### src/rtl/jk_reg_bank_if.sv
// Handshake bundle for jk_reg_bank: control/data toward the bank, state back out.
interface jk_reg_bank_if #(
    parameter int WIDTH = 4
);
    logic             en;
    logic [1:0]       mode;
    logic [WIDTH-1:0] j;
    logic [WIDTH-1:0] k;
    logic [WIDTH-1:0] d;
    logic [WIDTH-1:0] q;
    logic [WIDTH-1:0] qn;
    logic             tc;
    logic             changed;

    // Driver side (controller / testbench)
    modport master (
        output en, mode, j, k, d,
        input  q, qn, tc, changed
    );

    // Register bank side
    modport slave (
        input  en, mode, j, k, d,
        output q, qn, tc, changed
    );
endinterface

### src/rtl/jk_reg_bank.sv
// jk_reg_bank: WIDTH-bit bank of rising-edge JK flip-flops with global enable,
// parallel load and up/down counting built from JK toggle chains.
// Asynchronous active-high reset to RESET_VAL.

// One JK cell. Counting is expressed as a toggle (J=K=carry) so the same cell
// serves JK, load and count modes.
module jk_reg_bit #(
    parameter logic RST_BIT = 1'b0
) (
    input  logic       clk,
    input  logic       rst,
    input  logic       en_i,
    input  logic [1:0] mode_i,
    input  logic       j_i,
    input  logic       k_i,
    input  logic       d_i,
    input  logic       up_carry_i,   // all lower bits are 1
    input  logic       dn_carry_i,   // all lower bits are 0
    output logic       q_o,
    output logic       nxt_o
);
    localparam logic [1:0] M_JK   = 2'b00;
    localparam logic [1:0] M_LOAD = 2'b01;
    localparam logic [1:0] M_UP   = 2'b10;

    logic q_q;
    logic q_d;

    // Next-state selection; inputs outside their mode never reach q_d
    always_comb begin
        q_d = q_q;
        if (en_i) begin
            case (mode_i)
                M_JK: begin
                    case ({j_i, k_i})
                        2'b01:   q_d = 1'b0;
                        2'b10:   q_d = 1'b1;
                        2'b11:   q_d = ~q_q;
                        default: q_d = q_q;
                    endcase
                end
                M_LOAD:  q_d = d_i;
                M_UP:    q_d = q_q ^ up_carry_i;
                default: q_d = q_q ^ dn_carry_i;
            endcase
        end
    end

    // State flop, async reset to this bit's reset value
    always_ff @(posedge clk or posedge rst) begin
        if (rst) q_q <= RST_BIT;
        else     q_q <= q_d;
    end

    assign q_o   = q_q;
    assign nxt_o = q_d;
endmodule

module jk_reg_bank #(
    parameter int               WIDTH     = 4,
    parameter logic [WIDTH-1:0] RESET_VAL = '0
) (
    input  logic         clk,
    input  logic         rst,
    jk_reg_bank_if.slave bus
);
    localparam logic [1:0] M_UP = 2'b10;
    localparam logic [1:0] M_DN = 2'b11;

    logic [WIDTH-1:0] q_w;
    logic [WIDTH-1:0] nxt_w;
    logic [WIDTH-1:0] up_c;
    logic [WIDTH-1:0] dn_c;
    logic             changed_q;
    logic             changed_d;

    // Ripple carry chains: bit i toggles when everything below it is all-1 (up)
    // or all-0 (down); bit 0 always toggles.
    assign up_c[0] = 1'b1;
    assign dn_c[0] = 1'b1;
    for (genvar i = 1; i < WIDTH; i++) begin : g_carry
        assign up_c[i] = up_c[i-1] &  q_w[i-1];
        assign dn_c[i] = dn_c[i-1] & ~q_w[i-1];
    end

    for (genvar i = 0; i < WIDTH; i++) begin : g_bit
        jk_reg_bit #(
            .RST_BIT (RESET_VAL[i])
        ) u_bit (
            .clk        (clk),
            .rst        (rst),
            .en_i       (bus.en),
            .mode_i     (bus.mode),
            .j_i        (bus.j[i]),
            .k_i        (bus.k[i]),
            .d_i        (bus.d[i]),
            .up_carry_i (up_c[i]),
            .dn_carry_i (dn_c[i]),
            .q_o        (q_w[i]),
            .nxt_o      (nxt_w[i])
        );
    end

    // A disabled edge forces next==current, so this also clears on en=0
    assign changed_d = (nxt_w != q_w);

    // One-cycle flag marking an edge that altered q
    always_ff @(posedge clk or posedge rst) begin
        if (rst) changed_q <= 1'b0;
        else     changed_q <= changed_d;
    end

    assign bus.q       = q_w;
    assign bus.qn      = ~q_w;
    assign bus.changed = changed_q;
    // Terminal count is purely a function of mode and q; enable is ignored
    assign bus.tc      = ((bus.mode == M_UP) && (&q_w)) ||
                         ((bus.mode == M_DN) && ~(|q_w));
endmodule

### src/flat_wrapper.sv
// flat-port wrapper written by rule: the top's interface ports become plain ports
module jk_reg_bank_flat 
#(
    parameter int               WIDTH     = 4,
    parameter logic [WIDTH-1:0] RESET_VAL = '0
)
  (clk, rst, bus_en, bus_mode, bus_j, bus_k, bus_d, bus_q, bus_qn, bus_tc, bus_changed);
  jk_reg_bank_if #(.WIDTH(WIDTH)) bus_i ();
  input  logic clk;
  input  logic rst;
  input wire logic [$bits(bus_i.en)-1:0] bus_en;
  input wire logic [$bits(bus_i.mode)-1:0] bus_mode;
  input wire logic [$bits(bus_i.j)-1:0] bus_j;
  input wire logic [$bits(bus_i.k)-1:0] bus_k;
  input wire logic [$bits(bus_i.d)-1:0] bus_d;
  output wire logic [$bits(bus_i.q)-1:0] bus_q;
  output wire logic [$bits(bus_i.qn)-1:0] bus_qn;
  output wire logic [$bits(bus_i.tc)-1:0] bus_tc;
  output wire logic [$bits(bus_i.changed)-1:0] bus_changed;
  assign bus_i.en = bus_en;
  assign bus_i.mode = bus_mode;
  assign bus_i.j = bus_j;
  assign bus_i.k = bus_k;
  assign bus_i.d = bus_d;
  assign bus_q = bus_i.q;
  assign bus_qn = bus_i.qn;
  assign bus_tc = bus_i.tc;
  assign bus_changed = bus_i.changed;
  jk_reg_bank #(.WIDTH(WIDTH), .RESET_VAL(RESET_VAL)) u_core (.clk(clk), .rst(rst), .bus(bus_i));
endmodule
### config.mk
export PLATFORM = sky130hd
export DESIGN_NAME = jk_reg_bank_flat
export DESIGN_NICKNAME = d
export VERILOG_FILES = /design/src/rtl/jk_reg_bank_if.sv /design/src/rtl/jk_reg_bank.sv /design/src/flat_wrapper.sv
export SDC_FILE = /design/constraint.sdc
export NUM_CORES = 1
export LEC_CHECK = 0
export BUFFER_PORTS_ARGS = -buffer_cell sky130_fd_sc_hd__buf_2
export CAP_MARGIN = 0
export CORE_MARGIN = 3
export CORE_UTILIZATION = 25
export CTS_BUF_LIST = sky130_fd_sc_hd__clkbuf_4 sky130_fd_sc_hd__clkbuf_8
export DETAILED_ROUTE_END_ITERATION = 10
export PLACE_DENSITY = 0.49
export SLEW_MARGIN = 20
export SYNTH_ARGS = -nofsm -noshare
export SYNTH_HDL_FRONTEND = slang
export SYNTH_SLANG_ARGS = --single-unit
### constraint.sdc
create_clock -name clk -period 1.7 [get_ports clk]
set_clock_uncertainty 0.2 [all_clocks]
set_input_delay 0.085 -clock clk [delete_from_list [all_inputs] [get_ports clk]]
set_output_delay 0.085 -clock clk [all_outputs]
set_load 0.02 [all_outputs]
==> flow_metrics.py <==
metrics = {
    "place": {
        "place.gp.congestion": 0.7134,
        "portBuffers": 26,
        "dp_hpwl_mm": 1.230,
        "place_area_um2": 684.4,
        "dp_cells": 119,
    },
    "timing": {
        "finalCritPeriodShare_pct": 99.69,
        "max_slew_margin_pct": 76.93,
        "min_period_ns": 1.695,
        "hold_violations": 0,
        "rsz0062_at_grt": "yes",
        "fmax_mhz": 590.1,
        "setup_viol": 0,
        "worst_slew_pin_slew_ns": 0.3460,
        "slew_violations": 0,
    },
    "synth": {
        "yosysTopAreaCell": "dfrtp_1",
        "synth_top_area_share_pct": 21.93,
        "synth_area_leaders": "dfrtp_1 (22%), buf_4 (7.9%), a21oi_1 (5.3%), a22oi_1 (5.3%), nand2_1 (5.3%)",
        "ys_seq_area_share_pct": 21.93,
        "syn_nets": 89,
        "synthCells": 72,
        "yosys_warnings": 0,
        "synth_cell_types": 34,
        "syn_area_um2": 570.5,
        "syn_area_per_cell_um2": 7.924,
        "synthFlopType": "dfrtp_1",
        "synth-edff-count": 0,
        "synthArstFlopShare_pct": 100.0,
        "ys_ff_latch": 5,
    },
    "finish": {
        "final_cells": 127,
        "antennaDiodeCount": 0,
        "final_cell_area_um2": 774.5,
        "layout_common_cells": "buf_2 (25), nand2_1 (8), buf_4 (7)",
        "layout.nets": 118,
        "areaGrowthSynthToFinish_pct": 35.75,
        "final_common_cell": "buf_2",
        "drive_above_1_share_pct": 47.00,
    },
    "worst_setup_path": {
        "crit_required_ns": 1.61,
        "slowest_stage": "dfrtp_2",
        "arrival_ns": 1.61,
        "path_cells": "buf_4, and2_1, a21oi_1, a22oi_1, o41a_1",
        "path_max_fanout": 5,
        "critPathLaunchType": "flip-flop",
        "crit_type": "flip-flop to flip-flop",
        "cp_slowest_stage_delay_ns": 0.44,
        "critPathBufInv": 1,
        "endpoint_kind": "flip-flop",
        "cp_top_family": "compound AO/OA/AOI/OAI gates",
    },
    "grt": {
        "grt_usage_pct": 12.35,
        "grt-ovfl-total": 0,
        "grt_pass1_wl_mm": 2.656,
        "grt_pass1_vias": 600,
        "antenna_found_initial": 0,
        "grt_max_degree": 21,
    },
    "die": {
        "num_rows": 16,
        "coreArea_um2": 2062,
        "start_util_pct": 27.67,
        "die_area_um2": 2891,
        "die_h_um": 53.77,
        "io_pins": 27,
        "die_w_um": 53.77,
    },
    "route": {
        "drc": 0,
        "routed_wl_mm": 1.535,
        "via_per_inst": 4.843,
        "wl_per_cell_um": 12.09,
        "firstDrtPassIters": 4,
        "drt_iter0_drc": 8,
        "final_antenna_net_count": 0,
        "via_count": 615,
    },
    "clock_tree": {
        "insertion_delay_ns": 0.24,
        "cts_buffers": 3,
        "cts.sinks": 5,
        "cts_root_buffer": "clkbuf_4",
        "ctsLongestPathBuffers": 2,
        "clk_pin_slew_worst_paths_ns": 0.05,
        "htreeDepth": 1,
        "cts_tree": "built",
    },
    "pwr": {
        "ir_drop_uv": 297.8,
        "powerDensity_nw_per_um2": 876.4,
        "power_leakage_uw": 0.0003694,
    },
    "run_status": {
        "status": "complete, no violations",
    },
    "worst_hold_path": {
        "holdCritPathClass": "input pin to flip-flop",
    },
    "job": {
        "max_cap_viol_count": 0,
    },
}
-- logic make-up (layout without fill, tap and decap cells) --
logic type	after synthesis	count (layout)	share of synthesized area, %
compound gates	32	32	40.35
xor+xnor	2	2	3.071
buf+inv	17	45	18.64
flops	5	5	21.93
simple gates	16	16	16.01
-- power breakdown --
part	leakage (uW)	switching [uW]	internal (uW)
Combinational	0.000296	209	159
Sequential	0.0000562	28.8	143
Clock	0.0000177	53.2	85.3
-- metrics by stage --
| stage | util [%] | setup TNS (ns) | hold slack, ns | total power [uW] | worst slack [ns] |
|---|---|---|---|---|---|
| after CTS | 36.35 | 0 | 0.01432 | 667.8 | 0.000003775 |
| after global placement | 33.19 | 0 | -0.2074 | 505.0 | 0.1299 |
| after detailed placement | 33.19 | 0 | -0.2058 | 506.3 | 0.07664 |
| after global routing | 37.56 | -0.1810 | 0.01089 | 735.9 | -0.1021 |
| after floorplan | - | 0 | -0.3365 | 426.0 | 0.1118 |
| final | 37.56 | 0 | 0.02617 | 678.7 | 0.005243 |
-- cell usage after synthesis, types with 2 or more instances --
cell	number
o211ai_1	2
nor2_1	2
o21ai_1	3
a22oi_1	4
inv_1	4
inv_2	3
o21ai_0	2
buf_4	6
o22ai_1	2
a21boi_0	2
dfrtp_1	5
o31ai_1	3
a21oi_1	6
nand2_1	8
-- per-layer routing --
metal	GRT usage, %	up-vias	share of wire (%)
met5	0	-	0
met4	3.830	0	0
met3	2.493	0	5.7
li1	-	316	-
met2	19.56	19	47
met1	16.64	280	47
-- flip-flops by register name, indices dropped and copies added, names as in the netlist --
| register | count |
|---|---|
| u_core.bus.changed | 1 |
| u_core.g_bit.u_bit.q_o | 4 |
-- worst paths after layout --
| kind | to | slack [ns] | start | cells past startpoint |
|---|---|---|---|---|
| max | u_core.bus.changed | 0.005 | u_core.g_bit[2].u_bit.q_o | 5 |
| min | u_core.bus.changed | 0.03 | bus_mode[1] | 2 |
| max reg2reg | u_core.bus.changed | 0.005 | u_core.g_bit[2].u_bit.q_o | 5 |
| min reg2reg | u_core.g_bit[3].u_bit.q_o | 0.42 | u_core.g_bit[3].u_bit.q_o | 2 |
| max in group asynchronous | u_core.g_bit[2].u_bit.q_o | 1.04 | rst | 3 |
| min in group asynchronous | u_core.bus.changed | 0.08 | rst | 3 |
-- worst register-to-register path, stage by stage, from the launching register on --
cell	delay, ns
dfrtp_2	0.44
buf_4	0.16
and2_1	0.14
a21oi_1	0.12
a22oi_1	0.10
o41a_1	0.40
-- repair_timing --
| action | 4_1_cts | 5_1_grt |
|---|---|---|
| pin swaps | 0 | 5 |
| hold buffers | 2 | 0 |
| resized for setup | 2 | 6 |
| endpoints found under the hold margin | 9 | 0 |
| setup buffers | 1 | 1 |
| endpoints found under the setup margin | 1 | 3 |
-- final cells by class --
cell class | instances | area (um2)
timing repair buffer | 34 | 197.7
clock buffer | 3 | 22.52
tap | 27 | 33.78
clock inverter | 1 | 5.005
fill | 233 | 1287
multi-input combinational | 50 | 362.8
inverter | 7 | 26.28
sequential | 5 | 126.4
Power figures use the tool's default switching activity.
